`config.mk`:
```
export PLATFORM = sky130hd
export DESIGN_NAME = wbu
export DESIGN_NICKNAME = d
export VERILOG_FILES = /design/src/rtl/alioth_wb_pkg.sv /design/src/rtl/wb_rr_arb.sv /design/src/rtl/wbu.sv
export SDC_FILE = /design/constraint.sdc
export NUM_CORES = 1
export LEC_CHECK = 0
export ABC_CLOCK_PERIOD_IN_PS = 8900
export CAP_MARGIN = 20
export CORE_MARGIN = 8
export CORE_UTILIZATION = 43
export CTS_CLUSTER_DIAMETER = 120
export CTS_CLUSTER_SIZE = 28
export DETAILED_ROUTE_END_ITERATION = 16
export PLACE_DENSITY = 0.94
export SLEW_MARGIN = 20
export SYNTH_ARGS = -nofsm -noshare
export SYNTH_HDL_FRONTEND = slang
export SYNTH_SLANG_ARGS = --single-unit
```
`constraint.sdc`:
```
create_clock -name clk -period 8.9 [get_ports clk]
set_clock_uncertainty 0.2 [all_clocks]
set_input_delay 0.89 -clock clk [delete_from_list [all_inputs] [get_ports clk]]
set_output_delay 0.89 -clock clk [all_outputs]
set_load 0.02 [all_outputs]
```
`src/rtl/alioth_wb_pkg.sv`:
```
// Shared types and defaults for the write-back unit: result sources, the
// per-source write request bundle, and a small popcount helper.
package alioth_wb_pkg;

  localparam int REG_DATA_WIDTH     = 32;
  localparam int REG_ADDR_WIDTH     = 5;
  localparam int STARVE_MAX_DEFAULT = 4;
  localparam int STARVE_W           = 3;

  typedef enum logic [1:0] {
    SRC_ALU1 = 2'd0,
    SRC_ALU2 = 2'd1,
    SRC_LSU  = 2'd2,
    SRC_MDU  = 2'd3
  } wb_src_e;

  typedef struct packed {
    logic                      we;
    logic [REG_ADDR_WIDTH-1:0] rd;
    logic [REG_DATA_WIDTH-1:0] wdata;
  } wb_req_t;

  function automatic logic [2:0] popcount4(input logic [3:0] v);
    return 3'(v[0]) + 3'(v[1]) + 3'(v[2]) + 3'(v[3]);
  endfunction

endpackage

```
`src/rtl/wb_rr_arb.sv`:
```
// Fairness state for the two long-latency sources (lsu, mdu): a 1-bit
// round-robin pointer and saturating starvation counters.
module wb_rr_arb
  import alioth_wb_pkg::*;
#(
  parameter int STARVE_MAX = STARVE_MAX_DEFAULT
) (
  input  logic clk,
  input  logic rst,
  input  logic lsu_valid,
  input  logic lsu_ready,
  input  logic mdu_valid,
  input  logic mdu_ready,
  input  logic contended,
  output logic rr,
  output logic lsu_starve,
  output logic mdu_starve
);

  logic [1:0] valid;
  logic [1:0] ready;
  logic [1:0] starve;
  logic       rr_reg;

  assign valid = {mdu_valid, lsu_valid};
  assign ready = {mdu_ready, lsu_ready};

  genvar gi;
  generate
    for (gi = 0; gi < 2; gi++) begin : g_cnt
      logic [STARVE_W-1:0] cnt_reg;
      logic [STARVE_W-1:0] cnt_next;

      // Counts cycles of valid-but-not-ready; any handshake or drop of valid restarts it.
      always_comb begin
        if (!valid[gi] || ready[gi]) begin
          cnt_next = '0;
        end else if (cnt_reg == '1) begin
          cnt_next = cnt_reg;
        end else begin
          cnt_next = cnt_reg + 1'b1;
        end
      end

      always_ff @(posedge clk or posedge rst) begin
        if (rst) begin
          cnt_reg <= '0;
        end else begin
          cnt_reg <= cnt_next;
        end
      end

      assign starve[gi] = (cnt_reg >= STARVE_W'(STARVE_MAX));
    end
  endgenerate

  always_ff @(posedge clk or posedge rst) begin
    if (rst) begin
      rr_reg <= 1'b0;
    end else if (contended) begin
      rr_reg <= ~rr_reg;
    end
  end

  assign rr         = rr_reg;
  assign lsu_starve = starve[0];
  assign mdu_starve = starve[1];

endmodule

```
`src/rtl/wbu.sv`:
```
// Write-back unit: merges four result sources onto two registered GPR
// write ports, with ALU port ownership, same-rd collision and lsu/mdu arbitration.
module wbu
  import alioth_wb_pkg::*;
#(
  parameter int DW         = REG_DATA_WIDTH,
  parameter int AW         = REG_ADDR_WIDTH,
  parameter int STARVE_MAX = STARVE_MAX_DEFAULT
) (
  input  logic          clk,
  input  logic          rst,

  input  logic          alu1_valid_i,
  output logic          alu1_ready_o,
  input  logic          alu1_we_i,
  input  logic [AW-1:0] alu1_rd_i,
  input  logic [DW-1:0] alu1_wdata_i,

  input  logic          alu2_valid_i,
  output logic          alu2_ready_o,
  input  logic          alu2_we_i,
  input  logic [AW-1:0] alu2_rd_i,
  input  logic [DW-1:0] alu2_wdata_i,

  input  logic          lsu_valid_i,
  output logic          lsu_ready_o,
  input  logic          lsu_we_i,
  input  logic [AW-1:0] lsu_rd_i,
  input  logic [DW-1:0] lsu_wdata_i,

  input  logic          mdu_valid_i,
  output logic          mdu_ready_o,
  input  logic          mdu_we_i,
  input  logic [AW-1:0] mdu_rd_i,
  input  logic [DW-1:0] mdu_wdata_i,

  output logic          we1_o,
  output logic [AW-1:0] waddr1_o,
  output logic [DW-1:0] wdata1_o,
  output logic          we2_o,
  output logic [AW-1:0] waddr2_o,
  output logic [DW-1:0] wdata2_o,
  output logic [2:0]    retire_cnt_o
);

  wb_req_t req [4];

  logic alu1_wr, alu2_wr, alu2_gnt;
  logic lsu_wi, mdu_wi, lsu_req, mdu_req;
  logic lsu_conf, mdu_conf, collision;
  logic p1_free, p2_free;
  logic lsu_p1, lsu_p2, mdu_p1, mdu_p2;
  logic lsu_take, mdu_take, contended;
  logic rr, lsu_starve, mdu_starve, reserve;
  logic use1, use2;
  wb_src_e sel1, sel2;
  logic [3:0] hs;

  wb_req_t    port1_next, port2_next, port1_reg, port2_reg;
  logic [2:0] retire_next, retire_reg;

  assign req[SRC_ALU1] = '{we: alu1_we_i, rd: alu1_rd_i, wdata: alu1_wdata_i};
  assign req[SRC_ALU2] = '{we: alu2_we_i, rd: alu2_rd_i, wdata: alu2_wdata_i};
  assign req[SRC_LSU]  = '{we: lsu_we_i,  rd: lsu_rd_i,  wdata: lsu_wdata_i};
  assign req[SRC_MDU]  = '{we: mdu_we_i,  rd: mdu_rd_i,  wdata: mdu_wdata_i};

  wb_rr_arb #(.STARVE_MAX(STARVE_MAX)) u_arb (
    .clk        (clk),
    .rst        (rst),
    .lsu_valid  (lsu_valid_i),
    .lsu_ready  (lsu_ready_o),
    .mdu_valid  (mdu_valid_i),
    .mdu_ready  (mdu_ready_o),
    .contended  (contended),
    .rr         (rr),
    .lsu_starve (lsu_starve),
    .mdu_starve (mdu_starve)
  );

  // A starving long-latency source blocks alu2 so port 2 is guaranteed free.
  assign reserve  = lsu_starve | mdu_starve;

  assign alu1_wr  = alu1_valid_i & alu1_we_i & (alu1_rd_i != '0);
  assign alu2_wr  = alu2_valid_i & alu2_we_i & (alu2_rd_i != '0);
  assign alu2_gnt = alu2_wr & ~reserve;

  assign collision = alu1_wr & alu2_gnt & (alu1_rd_i == alu2_rd_i);

  assign lsu_wi   = lsu_we_i & (lsu_rd_i != '0);
  assign mdu_wi   = mdu_we_i & (mdu_rd_i != '0);
  assign lsu_conf = (alu1_wr & (lsu_rd_i == alu1_rd_i)) | (alu2_gnt & (lsu_rd_i == alu2_rd_i));
  assign mdu_conf = (alu1_wr & (mdu_rd_i == alu1_rd_i)) | (alu2_gnt & (mdu_rd_i == alu2_rd_i));
  assign lsu_req  = lsu_valid_i & lsu_wi & ~lsu_conf;
  assign mdu_req  = mdu_valid_i & mdu_wi & ~mdu_conf;

  assign p1_free  = ~alu1_wr;
  assign p2_free  = ~alu2_gnt;

  always_comb begin
    lsu_p1    = 1'b0;
    lsu_p2    = 1'b0;
    mdu_p1    = 1'b0;
    mdu_p2    = 1'b0;
    lsu_take  = 1'b0;
    mdu_take  = 1'b0;
    contended = 1'b0;
    if (reserve && (lsu_starve ? lsu_req : mdu_req)) begin
      if (lsu_starve) begin
        lsu_p2 = 1'b1;
        mdu_p1 = mdu_req & p1_free;
      end else begin
        mdu_p2 = 1'b1;
        lsu_p1 = lsu_req & p1_free;
      end
    end else if (p1_free && p2_free) begin
      lsu_p1 = lsu_req;
      mdu_p1 = mdu_req & ~lsu_req;
      mdu_p2 = mdu_req & lsu_req;
    end else if (p1_free || p2_free) begin
      // Single free port: rr breaks ties, and only a real tie moves the pointer.
      contended = lsu_req & mdu_req;
      lsu_take  = lsu_req & (~mdu_req | ~rr);
      mdu_take  = mdu_req & ~lsu_take;
      lsu_p1    = lsu_take & p1_free;
      lsu_p2    = lsu_take & ~p1_free;
      mdu_p1    = mdu_take & p1_free;
      mdu_p2    = mdu_take & ~p1_free;
    end
  end

  assign alu1_ready_o = ~rst;
  assign alu2_ready_o = ~rst & ~reserve;
  assign lsu_ready_o  = ~rst & (lsu_p1 | lsu_p2 | ~lsu_wi);
  assign mdu_ready_o  = ~rst & (mdu_p1 | mdu_p2 | ~mdu_wi);

  assign hs = {mdu_valid_i & mdu_ready_o, lsu_valid_i & lsu_ready_o,
               alu2_valid_i & alu2_ready_o, alu1_valid_i & alu1_ready_o};
  assign retire_next = popcount4(hs);

  always_comb begin
    use1 = 1'b0;
    sel1 = SRC_ALU1;
    use2 = 1'b0;
    sel2 = SRC_ALU2;
    if (alu1_wr && !collision) begin
      use1 = 1'b1;
      sel1 = SRC_ALU1;
    end else if (lsu_p1) begin
      use1 = 1'b1;
      sel1 = SRC_LSU;
    end else if (mdu_p1) begin
      use1 = 1'b1;
      sel1 = SRC_MDU;
    end
    if (alu2_gnt) begin
      use2 = 1'b1;
      sel2 = SRC_ALU2;
    end else if (lsu_p2) begin
      use2 = 1'b1;
      sel2 = SRC_LSU;
    end else if (mdu_p2) begin
      use2 = 1'b1;
      sel2 = SRC_MDU;
    end
  end

  assign port1_next = use1 ? req[sel1] : '0;
  assign port2_next = use2 ? req[sel2] : '0;

  always_ff @(posedge clk or posedge rst) begin
    if (rst) begin
      port1_reg  <= '0;
      port2_reg  <= '0;
      retire_reg <= '0;
    end else begin
      port1_reg  <= port1_next;
      port2_reg  <= port2_next;
      retire_reg <= retire_next;
    end
  end

  assign we1_o        = port1_reg.we;
  assign waddr1_o     = port1_reg.rd;
  assign wdata1_o     = port1_reg.wdata;
  assign we2_o        = port2_reg.we;
  assign waddr2_o     = port2_reg.rd;
  assign wdata2_o     = port2_reg.wdata;
  assign retire_cnt_o = retire_reg;

endmodule
```
# Yosys cells after proc, flatten, opt, wreduce, memory -nomap -nowiden
# Cells that the tools add are included.
dict set report word_totals {
  ff_bits 86
  out_inout_bits 83
  word_cells 141
}
dict set report op_classes {
  n_addsub 5
  n_lt_le_gt_ge 4
  n_eq_ne 9
  muxes 44
  n_bitwise 56
  n_reduce_logical 13
}
# operator n
set op_table {}
lappend op_table {{$mux W38} 6}
lappend op_table {{$bmux W38 S2} 2}
lappend op_table {{$and A1 B1 Y1} 34}
lappend op_table {{$mux W1} 26}
lappend op_table {{$eq A5 B5 Y1} 5}
lappend op_table {{$reduce_bool A5 Y1} 4}
lappend op_table {{$ge A3 B3 Y1 const B} 4}
lappend op_table {{$mux W2} 6}
lappend op_table {{$mux W3} 4}
lappend op_table {{$not A1 Y1} 12}
lappend op_table {{$or A1 B1 Y1} 8}
lappend op_table {{$add A3 B1 Y3 const B} 2}
lappend op_table {{$eq A3 B3 Y1 const B} 2}
lappend op_table {{$not A2 Y3} 2}
lappend op_table {{$ne A2 B1 Y1 const B} 2}
lappend op_table {{$add A2 B1 Y3} 1}
lappend op_table {{$add A3 B1 Y3} 1}
lappend op_table {{$logic_and A1 B1 Y1} 3}
lappend op_table {{$logic_not A1 Y1} 3}
lappend op_table {{$logic_or A1 B1 Y1} 3}
lappend op_table {{$add A1 B1 Y2} 1}

# Longest topological paths before layout
dict set report depth {
  depth_word 25
  mapped_depth 10
}

# Hierarchy
# From an unflattened synthesis, not the netlist that was laid out.
dict set report unflattened {
  cells_unflattened 448
  hier_area_um2 4630.7
}
# module n_inst cells_each area_per_inst_um2
set by_module_without_submodules {}
lappend by_module_without_submodules {wbu 1 413 4252.8}
lappend by_module_without_submodules {wb_rr_arb 1 35 377.9}

# Worst setup path before layout
# No wires, ideal clock.
dict set report synth_path {
  path_kind {in2reg}
  start {input port rst}
  end {register retire_reg[1], in the netlist retire_cnt_o[1]}
  setup_time_ns 0.126
  arrival_time_ns 4.604
  required_ns 8.574
  setup_slack_ns 3.970
  cell_stages 5
  cell_sequence {clkinv_1 > o311a_1 > fa_1 > ha_1 > ha_1}
}
dict set report synth_between {
  elab_chain_len 6
  elab_cells_between_ends 11
  cone_classes {3 x add/sub; 8 x bitwise}
}
# element line_no
set synth_lines {}
lappend synth_lines {{from (decl)} wbu.sv:11} ;# input logic rst,
lappend synth_lines {{$not A1 Y1 *} --}
lappend synth_lines {{$and A1 B1 Y1} wbu.sv:132} ;# assign alu2_ready_o = ~rst & ~reserve;
lappend synth_lines {{$and A1 B1 Y1} wbu.sv:137} ;# alu2_valid_i & alu2_ready_o, alu1_valid_i & alu1_ready_o};
lappend synth_lines {{$add A1 B1 Y2} alioth_wb_pkg.sv:24} ;# return 3'(v[0]) + 3'(v[1]) + 3'(v[2]) + 3'(v[3]);
lappend synth_lines {{$add A2 B1 Y3} alioth_wb_pkg.sv:24}
lappend synth_lines {{$add A3 B1 Y3 *} alioth_wb_pkg.sv:24}
lappend synth_lines {{named net retire_next[1]} wbu.sv:60} ;# logic [2:0] retire_next, retire_reg;
lappend synth_lines {{to (signal assigned)} wbu.sv:178} ;# retire_reg <= retire_next;
lappend synth_lines {{to (decl)} wbu.sv:60}
# The timed path passes the listed nets; every way through them passes the cells marked *.
# A chain may end at the register's enable or synchronous reset.

# Worst setup path in the final report
dict set report layout_path {
  start {input port alu2_rd_i[1]}
  end {output port lsu_ready_o}
}
dict set report layout_between {
  elab_chain_len 17
  elab_cells_between_ends 34
  cone_classes {2 x eq/ne; 8 x mux; 20 x bitwise; 4 x reduce/logical}
}
# element line_no
set layout_lines {}
lappend layout_lines {{from (decl)} wbu.sv:22} ;# input logic [AW-1:0] alu2_rd_i,
lappend layout_lines {{$reduce_bool A5 Y1} wbu.sv:84} ;# assign alu2_wr = alu2_valid_i & alu2_we_i & (alu2_rd_i != '0);
lappend layout_lines {{$and A1 B1 Y1} wbu.sv:84}
lappend layout_lines {{$and A1 B1 Y1} wbu.sv:85} ;# assign alu2_gnt = alu2_wr & ~reserve;
lappend layout_lines {{$and A1 B1 Y1} wbu.sv:92} ;# assign mdu_conf = (alu1_wr & (mdu_rd_i == alu1_rd_i)) | (alu2_gnt & (mdu_rd_i == alu2_rd_i));
lappend layout_lines {{$or A1 B1 Y1} wbu.sv:92}
lappend layout_lines {{$not A1 Y1} wbu.sv:94} ;# assign mdu_req = mdu_valid_i & mdu_wi & ~mdu_conf;
lappend layout_lines {{$and A1 B1 Y1} wbu.sv:94}
lappend layout_lines {{$not A1 Y1} wbu.sv:122} ;# lsu_take = lsu_req & (~mdu_req | ~rr);
lappend layout_lines {{$or A1 B1 Y1} wbu.sv:122}
lappend layout_lines {{$and A1 B1 Y1} wbu.sv:122}
lappend layout_lines {{$and A1 B1 Y1 (on tied branches)} {wbu.sv:124, wbu.sv:125}}
lappend layout_lines {{$mux W1} wbu.sv:119} ;# end else if (p1_free || p2_free) begin
lappend layout_lines {{$mux W1} wbu.sv:115} ;# end else if (p1_free && p2_free) begin
lappend layout_lines {{$mux W1} wbu.sv:107} ;# if (reserve && (lsu_starve ? lsu_req : mdu_req)) begin
lappend layout_lines {{$or A1 B1 Y1 * (2 in a row)} wbu.sv:133} ;# assign lsu_ready_o = ~rst & (lsu_p1 | lsu_p2 | ~lsu_wi);
lappend layout_lines {{$and A1 B1 Y1 *} wbu.sv:133}
lappend layout_lines {{to (decl)} wbu.sv:26} ;# output logic lsu_ready_o,
# Every way passes the cells marked *; elsewhere a longest branch is shown, timed or not.

==> summary.md <==
| Metric | Value |
|---|---|
| Outcome | finished clean |
| Worst hold path class | reg -> reg |
| First-pass GRT wire length | 27.7 mm |
| FILL cells | 804 |
| Register area share after synthesis | 0.465 |
| Largest stage delay, worst path | 600 ps |
| TritonCTS clock tree | built |
| Clock Sinks | 86 |
| DR DRC count | 0 |
| DR pass1 iterations | 6 |
| Vias | 4652 |
| Placer Congestion | 0.942 |
| Synth cell count leaders | 86 x dfrtp_1, 41 x inv_1, 36 x a22oi_1, 34 x a221o_1, 30 x and3_1 |
| Slew headroom | 0.277 |
| Worst path cell trace | clkdlybuf4s50_1 > or4_1 > o21a_1 > buf_4 > a41o_1 > a2111oi_4 > a211o_1 > and2_1 > clkdlybuf4s50_1 |
| Area share of the largest cell type after synthesis | 0.465 |
| Antenna Violating Nets Remaining | 0 |
| Ant. Diodes | 0 |
| Clk root buf | clkbuf_8 |
| Total Wirelength | 18.2 mm |
| Final setup viols | 0 |
| Die Wd | 120 um |
| Fraction of registers with async set/reset | 1.00 |
| Vias in the first global route | 4892 |
| EDFF count, synth | 0 |
| Post-Syn Area | 4630 um^2 |
| Yosys warnings | 0 |
| Cts repair resizes | 0 |
| CTS Hold Bufs | 0 |
| H-Tree Depth | 3 |
| Critical path required time | 7810 ps |
| Min cycle time layout | 5250 ps |
| Grt ovf | 0 |
| Rows | 38 |
| Worst path slowest cell | clkdlybuf4s50_1 |
| Setup CP Type | in -> out |
| Net count after synthesis | 600 |
| Total Routing Usage GR | 0.245 |
| Dominant cell type by area after synthesis | dfrtp_1 |
| Crit path max fanout | 40 |
| Pwr/cell area | 140 nW/um^2 |
| Distinct cells, synth | 59 |
| Fin nets | 828 |
| Synth area leaders | dfrtp_1 46%, a221o_1 7.3%, a22oi_1 5.8% |
| Average size of a mapped cell | 10.7 um^2 |
| Detailed-placement wirelength estimate | 13.9 mm |
| Vias per cell | 5.77 |
| Final TNS setup | 0 ps |
| Fin. Hold Viols | 0 |
| RSZ-0062 raised after global routing | false |
| Final worst-path cycle share | 0.590 |
| Cells after Synth | 434 |
| Pin count of the biggest net entering global routing | 87 |
| Worst setup EP type | primary output |
| Fin area | 7310 um^2 |
| CTS buffer count | 9 |
| IO Port Bufs | 240 |
| Worst EP arrival | 4160 ps |
| Placed cell area | 7150 um^2 |
| Max Clock Freq | 0.191 GHz |
| Layout cell share with drive strength beyond 1 | 0.0631 |
| Peak VDD IR | 0.0908 mV |
| Pleak | 3.22 nW |
| Avg WL per Cell | 22.6 um |
| Full die area | 14300 um^2 |
| Post-Place Worst Slack | 3690 ps |
| Main synth FF type | dfrtp_1 |
| Iter 0 DRT Violations | 579 |
| Post-CTS Setup Bufs | 0 |
| Critical Path Most Common Cell | clkdlybuf4s50_1 |
| Number of synthesized register bits | 86 |
| I/O pin total | 241 |
| Fin util | 0.683 |
| Initial antenna violation count | 0 |
| Worst-path clk slew | 80 ps |
| Non-Filler Instances | 806 |
| Area growth syn-to-layout | 57.8% |
| Core Box Area | 10700 um^2 |
| Post-Place Cells | 791 |
| Worst-skew pair later-pin latency | 340 ps |
| CTS max path bufs | 2 |
| Chip height | 120 um |
| Post-route worst setup slack | 3650 ps |
| Max Slew Vio Count | 0 |
| Startpoint types | primary input |
| MaxCap Viol Count | 0 |
| Worst-margin pin slew | 1060 ps |
| Most common cell in the netlist | dfrtp_1 |
| Starting Density | 0.433 |
[worst paths after layout]
check / start / end / slack (ps) / cells after the start
worst max-delay path: alu2_rd_i[1] / lsu_ready_o / 3650 / 9
min in group asynchronous: rst / u_arb.g_cnt[0].cnt_reg[2]$_DFFE_PP0P_ / 710 / 2
worst min-delay path: u_arb.rr$_DFFE_PP0P_ / u_arb.rr$_DFFE_PP0P_ / 410 / 1
max in group asynchronous: rst / waddr2_o[2]$_DFF_PP0_ / 6800 / 3
worst min register to register: u_arb.rr$_DFFE_PP0P_ / u_arb.rr$_DFFE_PP0P_ / 410 / 1
worst max register to register: u_arb.g_cnt[0].cnt_reg[2]$_DFFE_PP0P_ / retire_cnt_o[1]$_DFF_PP0_ / 5000 / 10
[logic make-up after synthesis]
logic type | synth area share
AND/OR/NAND/NOR | 0.107
buffers and inverters | 0.0716
flip-flops | 0.465
AO/OA/AOI/OAI | 0.271
multiplexers | 0.00972
XOR/XNOR | 0.0529
adder cells (fa/ha/maj) | 0.0232
[power breakdown]
part / internal, mW / switching (mW) / total (mW)
registers: 0.429 / 0.0177 / 0.447
logic: 0.173 / 0.168 / 0.342
clock network: 0.101 / 0.131 / 0.232
[worst max-delay path, delay by kind of cell]
kind	cells	cell delay, ps
buffers and inverters	3	1410
AO/OA/AOI/OAI	4	1130
AND/OR/NAND/NOR	2	720
[per-layer routing]
metal  global-route usage  vias to the layer above  wire, um
met5                    0                        -         0
met4               0.0952                        0       533
met3               0.0559                       45      1420
met2                0.433                      299      9380
met1                0.281                     2236      6880
li1                     -                     2072         -
[final cells by class]
| type | count | area (um^2) | area share |
|---|---|---|---|
| multi-input cells | 274 | 2160 | 0.296 |
| flip-flops and latches | 86 | 2150 | 0.294 |
| clock buffers | 12 | 135 | 0.0185 |
| clock inverters | 3 | 22.5 | 0.00308 |
| inverters | 42 | 159 | 0.0217 |
| repair buffers | 249 | 2500 | 0.342 |
| well taps | 140 | 175 | 0.0240 |
[placed cells by master (no fill, tap or decap), types with 2 or more instances in the layout]
cell             synthesis  layout
clkdlybuf4s50_1          0     240
o21ai_0                 29      29
xnor2_1                 13      13
o311a_1                  3       3
clkbuf_1                16       3
and3_1                  30      30
a221o_1                 34      34
a211oi_1                 3       3
buf_4                    4       6
a21oi_1                  4       4
clkinv_4                 0       2
a211o_1                  2       2
nor4_1                   2       2
nand2_1                  9       9
clkbuf_8                 0       9
nor2b_1                  3       3
o2bb2ai_1                2       2
dfrtp_1                 86      86
nand3_1                  9       9
or4_1                    2       2
mux2_2                   4       4
nor2_1                   5       5
a2111oi_0                2       2
nor3_1                   6       6
xor2_1                  15      15
a31oi_1                  3       2
a2111oi_4                2       2
and2_1                   8       8
clkinv_2                 0       2
a22oi_1                 36      36
a21o_1                   2       2
ha_1                     7       7
o31ai_1                  4       4
o21ai_1                 10      10
inv_1                   41      41
a21oi_2                  2       2
[per-stage QoR]
step	hold WS (ps)	total power [mW]
floorplan	298	0.601
global placement	343	0.781
detailed placement	378	0.795
CTS	389	1.03
global route	425	1.07
finish	405	1.02
Power figures use the tool's default switching activity.
